`config.mk`:
```
export PLATFORM = sky130hd
export DESIGN_NAME = display_scanner
export DESIGN_NICKNAME = d
export VERILOG_FILES = /design/src/rtl/display_pkg.sv /design/src/rtl/seg7_decoder.sv /design/src/rtl/display_scanner.sv
export SDC_FILE = /design/constraint.sdc
export NUM_CORES = 1
export LEC_CHECK = 0
export ABC_AREA = 1
export ABC_CLOCK_PERIOD_IN_PS = 2100
export CELL_PAD_IN_SITES_DETAIL_PLACEMENT = 2
export CELL_PAD_IN_SITES_GLOBAL_PLACEMENT = 2
export CORE_MARGIN = 3
export CORE_UTILIZATION = 25
export CTS_CLUSTER_SIZE = 14
export DETAILED_ROUTE_END_ITERATION = 8
export GPL_TIMING_DRIVEN = 0
export MAX_ROUTING_LAYER = met4
export PLACE_DENSITY = 0.7
export SETUP_SLACK_MARGIN = 0.2
export SYNTH_ARGS = -nofsm -noshare
export SYNTH_HDL_FRONTEND = slang
export SYNTH_SLANG_ARGS = --single-unit
export TNS_END_PERCENT = 20
```
`constraint.sdc`:
```
create_clock -name clk -period 2.1 [get_ports clk]
set_input_delay 0.63 -clock clk [delete_from_list [all_inputs] [get_ports clk]]
set_output_delay 0.63 -clock clk [all_outputs]
set_load 0.005 [all_outputs]
```
`src/rtl/display_pkg.sv`:
```
// rtl/display_pkg.sv - shared 7-segment codes (active-high, a = bit 0) and scanner state type
package display_pkg;

  localparam logic [6:0] SEG_0   = 7'h3F;
  localparam logic [6:0] SEG_1   = 7'h06;
  localparam logic [6:0] SEG_2   = 7'h5B;
  localparam logic [6:0] SEG_3   = 7'h4F;
  localparam logic [6:0] SEG_4   = 7'h66;
  localparam logic [6:0] SEG_5   = 7'h6D;
  localparam logic [6:0] SEG_6   = 7'h7D;
  localparam logic [6:0] SEG_7   = 7'h07;
  localparam logic [6:0] SEG_8   = 7'h7F;
  localparam logic [6:0] SEG_9   = 7'h6F;
  localparam logic [6:0] SEG_A   = 7'h77;
  localparam logic [6:0] SEG_B   = 7'h7C;
  localparam logic [6:0] SEG_C   = 7'h39;
  localparam logic [6:0] SEG_D   = 7'h5E;
  localparam logic [6:0] SEG_E   = 7'h79;
  localparam logic [6:0] SEG_F   = 7'h71;
  localparam logic [6:0] SEG_OFF = 7'h00;

  typedef enum logic [1:0] {
    ST_WAIT,
    ST_BLANK,
    ST_SHOW
  } scan_state_e;

endpackage

```
`src/rtl/seg7_decoder.sv`:
```
// rtl/seg7_decoder.sv - combinational hex nibble to active-high 7-segment code
module seg7_decoder
  import display_pkg::*;
(
  input  logic [3:0] nibble_i,
  output logic [6:0] seg_o
);

  always_comb begin
    seg_o = SEG_OFF;
    case (nibble_i)
      4'h0: seg_o = SEG_0;
      4'h1: seg_o = SEG_1;
      4'h2: seg_o = SEG_2;
      4'h3: seg_o = SEG_3;
      4'h4: seg_o = SEG_4;
      4'h5: seg_o = SEG_5;
      4'h6: seg_o = SEG_6;
      4'h7: seg_o = SEG_7;
      4'h8: seg_o = SEG_8;
      4'h9: seg_o = SEG_9;
      4'hA: seg_o = SEG_A;
      4'hB: seg_o = SEG_B;
      4'hC: seg_o = SEG_C;
      4'hD: seg_o = SEG_D;
      4'hE: seg_o = SEG_E;
      4'hF: seg_o = SEG_F;
      default: seg_o = SEG_OFF;
    endcase
  end

endmodule

```
`src/rtl/display_scanner.sv`:
```
// rtl/display_scanner.sv - multiplexed 7-segment scanner stepped by a synchronized clk_dpl
module display_scanner
  import display_pkg::*;
#(
  parameter int NUM_DIGITS     = 4,
  parameter int BLANK_CYCLES   = 64,
  parameter bit BOTH_EDGES     = 1'b1,
  parameter bit SEG_ACTIVE_LOW = 1'b1,
  parameter bit AN_ACTIVE_LOW  = 1'b1
) (
  input  logic                    clk,
  input  logic                    rst,
  input  logic                    clk_dpl,
  input  logic [4*NUM_DIGITS-1:0] digits,
  input  logic [NUM_DIGITS-1:0]   dp_en,
  input  logic                    lz_blank,
  output logic [6:0]              seg,
  output logic                    dp,
  output logic [NUM_DIGITS-1:0]   an,
  output logic                    frame_start
);

  localparam int IDX_W = $clog2(NUM_DIGITS);
  localparam int CNT_W = (BLANK_CYCLES > 1) ? $clog2(BLANK_CYCLES) : 1;
  localparam logic [IDX_W-1:0] LAST_IDX   = IDX_W'(NUM_DIGITS - 1);
  localparam logic [CNT_W-1:0] BLANK_LOAD = CNT_W'((BLANK_CYCLES > 0) ? BLANK_CYCLES - 1 : 0);

  logic sync1_q, sync2_q, sync3_q, step_q, edge_d;
  scan_state_e state_q, state_d;
  logic [IDX_W-1:0] idx_q, idx_d;
  logic [CNT_W-1:0] cnt_q, cnt_d;
  logic advance, new_frame;
  logic [4*NUM_DIGITS-1:0] snap_digits_q, nib_shift;
  logic [NUM_DIGITS-1:0] snap_dp_q, an_hi;
  logic snap_lz_q, lz_hide, dp_hi;
  logic [6:0] dec_seg, seg_hi;

  // step is registered so the FSM never sees the raw edge-detect term
  always_comb edge_d = BOTH_EDGES ? (sync2_q ^ sync3_q) : (sync2_q & ~sync3_q);

  always_ff @(posedge clk or posedge rst) begin
    if (rst) begin
      sync1_q <= 1'b0;
      sync2_q <= 1'b0;
      sync3_q <= 1'b0;
      step_q  <= 1'b0;
    end else begin
      sync1_q <= clk_dpl;
      sync2_q <= sync1_q;
      sync3_q <= sync2_q;
      step_q  <= edge_d;
    end
  end

  always_ff @(posedge clk or posedge rst) begin
    if (rst) begin
      state_q       <= ST_WAIT;
      idx_q         <= LAST_IDX;
      cnt_q         <= '0;
      snap_digits_q <= '0;
      snap_dp_q     <= '0;
      snap_lz_q     <= 1'b0;
      frame_start   <= 1'b0;
    end else begin
      state_q     <= state_d;
      idx_q       <= idx_d;
      cnt_q       <= cnt_d;
      frame_start <= new_frame;
      if (new_frame) begin
        snap_digits_q <= digits;
        snap_dp_q     <= dp_en;
        snap_lz_q     <= lz_blank;
      end
    end
  end

  // a step landing in BLANK is deliberately ignored
  always_comb begin
    state_d = state_q;
    idx_d   = idx_q;
    cnt_d   = cnt_q;
    advance = 1'b0;
    case (state_q)
      ST_WAIT, ST_SHOW: begin
        if (step_q) begin
          if (BLANK_CYCLES == 0) begin
            state_d = ST_SHOW;
            advance = 1'b1;
          end else begin
            state_d = ST_BLANK;
            cnt_d   = BLANK_LOAD;
          end
        end
      end
      ST_BLANK: begin
        if (cnt_q == '0) begin
          state_d = ST_SHOW;
          advance = 1'b1;
        end else begin
          cnt_d = cnt_q - 1'b1;
        end
      end
      default: state_d = ST_WAIT;
    endcase
    if (advance) idx_d = (idx_q == LAST_IDX) ? '0 : idx_q + 1'b1;
    new_frame = advance && (idx_d == '0);
  end

  seg7_decoder u_dec (
    .nibble_i (nib_shift[3:0]),
    .seg_o    (dec_seg)
  );

  always_comb begin
    nib_shift = snap_digits_q >> {idx_q, 2'b00};
    lz_hide   = snap_lz_q && (idx_q != '0) && (nib_shift == '0);
    an_hi     = '0;
    seg_hi    = SEG_OFF;
    dp_hi     = 1'b0;
    if (state_q == ST_SHOW) begin
      an_hi[idx_q] = 1'b1;
      dp_hi        = snap_dp_q[idx_q];
      if (!lz_hide) seg_hi = dec_seg;
    end
  end

  always_ff @(posedge clk or posedge rst) begin
    if (rst) begin
      seg <= {7{SEG_ACTIVE_LOW}};
      dp  <= SEG_ACTIVE_LOW;
      an  <= {NUM_DIGITS{AN_ACTIVE_LOW}};
    end else begin
      seg <= seg_hi ^ {7{SEG_ACTIVE_LOW}};
      dp  <= dp_hi ^ SEG_ACTIVE_LOW;
      an  <= an_hi ^ {NUM_DIGITS{AN_ACTIVE_LOW}};
    end
  end

endmodule
```
After elaboration in Yosys (flattened, before gate mapping)
Memory sizes are Yosys's and may differ from the RTL's.
Cells that the tools add are included.
Operators by class
  magnitude comparators: 2
  mux-type cells: 18
  reductions and logical operators: 13
  equality and inequality tests: 6
  shift operators: 1
  add/sub/neg operators: 2
  bitwise gates (word level): 4
Operators with widths (number)
  zero test 16 bit: 1
  >> shifter 16 x 4 -> 16 bit: 1
  two-way mux 7 bit: 2
  two-way mux 6 bit: 2
  one-hot mux 6 bit (2 select lines): 1
  two-way mux 2 bit: 4
  NOT 7 bit: 1
  zero test 6 bit: 1
  inequality test 2 bit (second input constant): 3
  subtractor 6 x 1 -> 6 bit (second input constant): 1
  two-way mux 1 bit: 5
  == test 2 bit (second input constant): 2
  logical AND 1 bit: 4
  zero test 2 bit: 2
  two-way mux 4 bit: 1
  NOT 4 bit: 1
  one-hot mux 2 bit (2 select lines): 1
  nonzero test 2 bit: 2
  less-than comparator 2 x 3 -> 1 bit (second input constant): 1
  AND reduction 3 bit: 1
  adder 2 x 1 -> 2 bit (second input constant): 1
  binary-select mux 1 bit (select 2 bit): 1
  demux 1 bit (select 2 bit): 1
  == test 2 x 1 -> 1 bit (second input constant): 1
  5 further kinds: 5
Storage, ports and cells
  bits in registers: 48
  word-level logic and storage cells: 61
  output and inout port bits: 13
  input port bits: 24
  ROM bits: 112
  memories kept: 1
Memory list
  (name not given): words 16, width 7, read ports 1, clocked after memory_dff 0, write ports 0, RTL line seg7_decoder.sv:11  | case (nibble_i)

Longest topological paths before layout
  word-level depth: 6
  mapped depth: 13
  gate-level depth less buffers: 12

By module
From an unflattened synthesis, not the netlist that was laid out.
Second synthesis, totals
  cell total of the unflattened synthesis: 323
  area total of the unflattened synthesis: 2518.7 sq um
By module, submodules not included
  display_scanner: times used 1, cells each 270, sequential area each 1218.7 sq um, area each 2210.9 sq um
  seg7_decoder: times used 1, cells each 53, sequential area each 0.0 sq um, area each 307.8 sq um

Worst setup path after synthesis
OpenSTA, ideal clock, no wires.
  path type: reg-to-reg
  from: register idx_q[0]
  to: register seg[3]
  data required time: 2.013 ns
  clock period less this slack: 1.810 ns
  data arrival time: 1.723 ns
  buffers on the path: 1
  cell stages (with the launch flop): 14
  setup slack: 0.290 ns
  setup time: 0.087 ns
  cell sequence: dfstp_2 inv_2 buf_6 nand2_1 nand2_1 o21ai_2 inv_1 ha_1 nand3_1 nand2_1 nand2_1 nand2_1 inv_1 nand2_1
Between the ends
  cells in the longest elaborated chain, start to end: 6
  elaborated cells between the ends (all ways): 9
  those cells by class: shift (1); mux (2); bitwise (1); reduce/logical (4); memory (1)
Ends and longest elaborated chain
  start: declaration: RTL line display_scanner.sv:30  | logic [IDX_W-1:0] idx_q, idx_d;
  start signal: assignment: RTL line display_scanner.sv:66  | idx_q <= idx_d;
  branches (longest 3 deep; another with memory (16 x 7 bit))
  two-way mux 7 bit (*): RTL line display_scanner.sv:123  | if (!lz_hide) seg_hi = dec_seg;
  two-way mux 7 bit (*): RTL line display_scanner.sv:120  | if (state_q == ST_SHOW) begin
  NOT 7 bit (no line) (*)
  end signal: assignment: RTL line display_scanner.sv:129  | seg <= {7{SEG_ACTIVE_LOW}};
  end signal: assignment: RTL line display_scanner.sv:133  | seg <= seg_hi ^ {7{SEG_ACTIVE_LOW}};
  end: declaration: RTL line display_scanner.sv:17  | output logic [6:0] seg,
Mark *: on every way between the ends.
A chain may end at the register's enable or synchronous reset.

Final worst setup path
  from: register idx_q[0]
  to: register seg[2]
The elaborated chain is that of the path after synthesis.

==> metrics.csv <==
metric,value,unit
GRT overflow,0,
RePlAce Congestion,0.767,
Hold Fails Final Rpt,0,
Core Region,9330,um2
Placed Area,2960,um2
Yosys warning count,0,
count of buffers from port buffering,36,
max_slew headroom,0.687,
Longest Clk Path Bufs,2,
share of flip-flops with an asynchronous set or reset,1.00,
Worst-Margin Slew,0.469,ns
first drt pass iteration count,4,
initial core utilization,0.259,
crit end category,flop,
unrepaired setup endpoints after global routing,yes,
Post-synth top flop,dfrtp_1,
DP Cell Count,467,
Inserted Clock Buffers,5,
startpoint types,flop,
diodes inserted,0,
I/O pin count,37,
Mapped Area,2420,um2
number of global-route vias before repair,2341,
Clock Sinks,48,
"count leader, synth",nand2_1,
worst ir drop on vdd,0.000283,V
design area,3220,um2
vias per inst,4.32,
Cell Pwr Density,1050,nW/um2
"top cells by count, synth","nand2_1, dfrtp_1, inv_1",
Area Overhead vs Synth,32.9,%
Skew-Pair Late Insertion Delay,0.31,ns
Required @ worst endpoint,2.34,ns
clk root buf,clkbuf_8,
post-layout util,0.345,
buffers and inverters on the worst path,3,
max-slew violations,0,
Die Ht,104,um
clk_skew,0.0141,ns
DR WL/cell,13.4,um
# rows,35,
die area,10900,um2
max-cap check violation count,0,
DRC viols,0,
H-tree depth,2,
Leakage,1.49,nW
"Distinct cells, synth",26,
Fill cells,1087,
Period minus WS final,1.96,ns
GRT Total Usage,0.129,
largest net degree at the start of global routing,30,
CTS tree,built,
Post-DRT Antenna Nets,0,
max incr delay on CP,0.62,ns
Yosys top cell by area,dfrtp_1,
share of cells above drive strength 1,0.198,
CP max-delay cell,dfstp_2,
Design Power,3.36,mW
initial antenna violation count,0,
"EDFF count, synth",0,
vias post-DR,2106,
Non-Filler Instances,488,
Cells after Synth,301,
total routed wirelength,6550,um
top-area cell type share of the netlist area,0.352,
fmax,510,MHz
crit path DAT,2.21,ns
crit path kind,flop to flop,
Worst path top cell family by delay,flip-flops,
Final period util,0.934,
status,"finished, final reports clean",
Worst Path Max Fanout,7,
critical-path cell list,"inv_2, buf_8, nand2_4, nand2_4, o21ai_4, ha_2, inv_2, nor2_2, nand3_1, nor2_2, a21oi_4, nand2_1",
"Seq/Total Area, Yosys",0.504,
syn_nets,336,
Initial DRC Count,33,
CTS Hold Bufs,0,
Post-Syn Area per Cell,8.04,um2
Final HPWL DP,4840,um
Die X,104,um
Sequential Area,1220,um2
global-route wire length before repair,11300,um
HP Class,flop to flop,
Multi-input gate area,1110,um2
endpoints failing setup,0,
most area-consuming cells after synthesis,"dfrtp_1, nand2_1, dfstp_2",
Final nets,393,
synthesized flop and latch total,48,
clock slew at reported path FFs,0.10,ns
[per-stage QoR]
stage / setup TNS [ns] / hold WS [ns] / setup slack [ns]
floorplan: 0 / 0.331 / 0.290
global placement: -27.54 / 0.342 / -0.685
detailed placement: -1.06 / 0.337 / -0.168
CTS: 0 / 0.360 / 0.121
global route: -0.0378 / 0.378 / -0.0219
finish: 0 / 0.356 / 0.138
[metal layers]
layer	part of all wire	wire length (um)	track usage	vias to the layer above
li1	-	-	-	1040
met1	0.45	2970	0.157	1032
met2	0.51	3310	0.220	28
met3	0.029	192	0.0230	6
met4	0.011	74	0.0342	0
met5	0	0	-	-
[repair_timing]
action / in CTS / in global routing
setup endpoints to repair: 19 / 39
pin swaps: 9 / 9
gates cloned: 0 / 0
setup buffers: 8 / 5
gates resized for setup: 16 / 5
[power breakdown]
| group | leakage (nW) | internal, mW | switching (mW) |
|---|---|---|---|
| Sequential | 0.484 | 1.08 | 0.128 |
| Combinational | 0.963 | 0.638 | 0.952 |
| Clock | 0.0424 | 0.239 | 0.329 |
[final cells by class]
type / instances / area share
inverters: 28 / 0.0331
flip-flops and latches: 48 / 0.379
plain buffers: 6 / 0.0183
clock inverters: 1 / 0.00272
well taps: 129 / 0.0502
repair buffers: 50 / 0.148
multi-input cells: 219 / 0.345
clock buffers: 7 / 0.0237
[layout by cell type, fill, tap and decap left out, drive strengths merged]
master	Yosys	layout
inv	27	27
nand3b	1	1
nor2	22	22
dfrtp	34	34
a21oi	7	7
dlygate4sd2	0	1
nand3	26	26
nand2	135	135
o22ai	1	1
o21ai	10	10
ha	11	11
dfstp	14	14
buf	6	20
clkdlybuf4s50	0	35
nor3	2	2
or2	2	2
clkbuf	0	7
xor2	2	2
clkinv	1	2
[state kept, by name, indices dropped and copies added (netlist names)]
register / count
an: 4
cnt_q: 6
dp: 1
frame_start: 1
idx_q: 2
seg: 7
snap_digits_q: 16
snap_dp_q: 4
snap_lz_q: 1
state_q: 2
step_q: 1
sync1_q: 1
sync2_q: 1
sync3_q: 1
[cells by family (layout without fill, tap and decap cells)]
logic type	Yosys count	after routing	synth area share
AND/OR/NAND/NOR	188	188	0.326
AO/OA/AOI/OAI	18	18	0.0409
adder cells (fa/ha/maj)	11	11	0.0569
buffers and inverters	34	92	0.0651
flip-flops	48	48	0.504
XOR/XNOR	2	2	0.00724
[worst paths after layout]
path | start | to | slack, ns | cells after the start
max | idx_q[0] | seg[2] | 0.14 | 12
min | sync1_q | sync2_q | 0.36 | 0
max reg2reg | idx_q[0] | seg[2] | 0.14 | 12
min reg2reg | sync1_q | sync2_q | 0.36 | 0
max in group asynchronous | rst | dp | 0.87 | 3
min in group asynchronous | rst | cnt_q[1] | 0.64 | 2
Note: power is estimated with default switching activity, not from simulation.
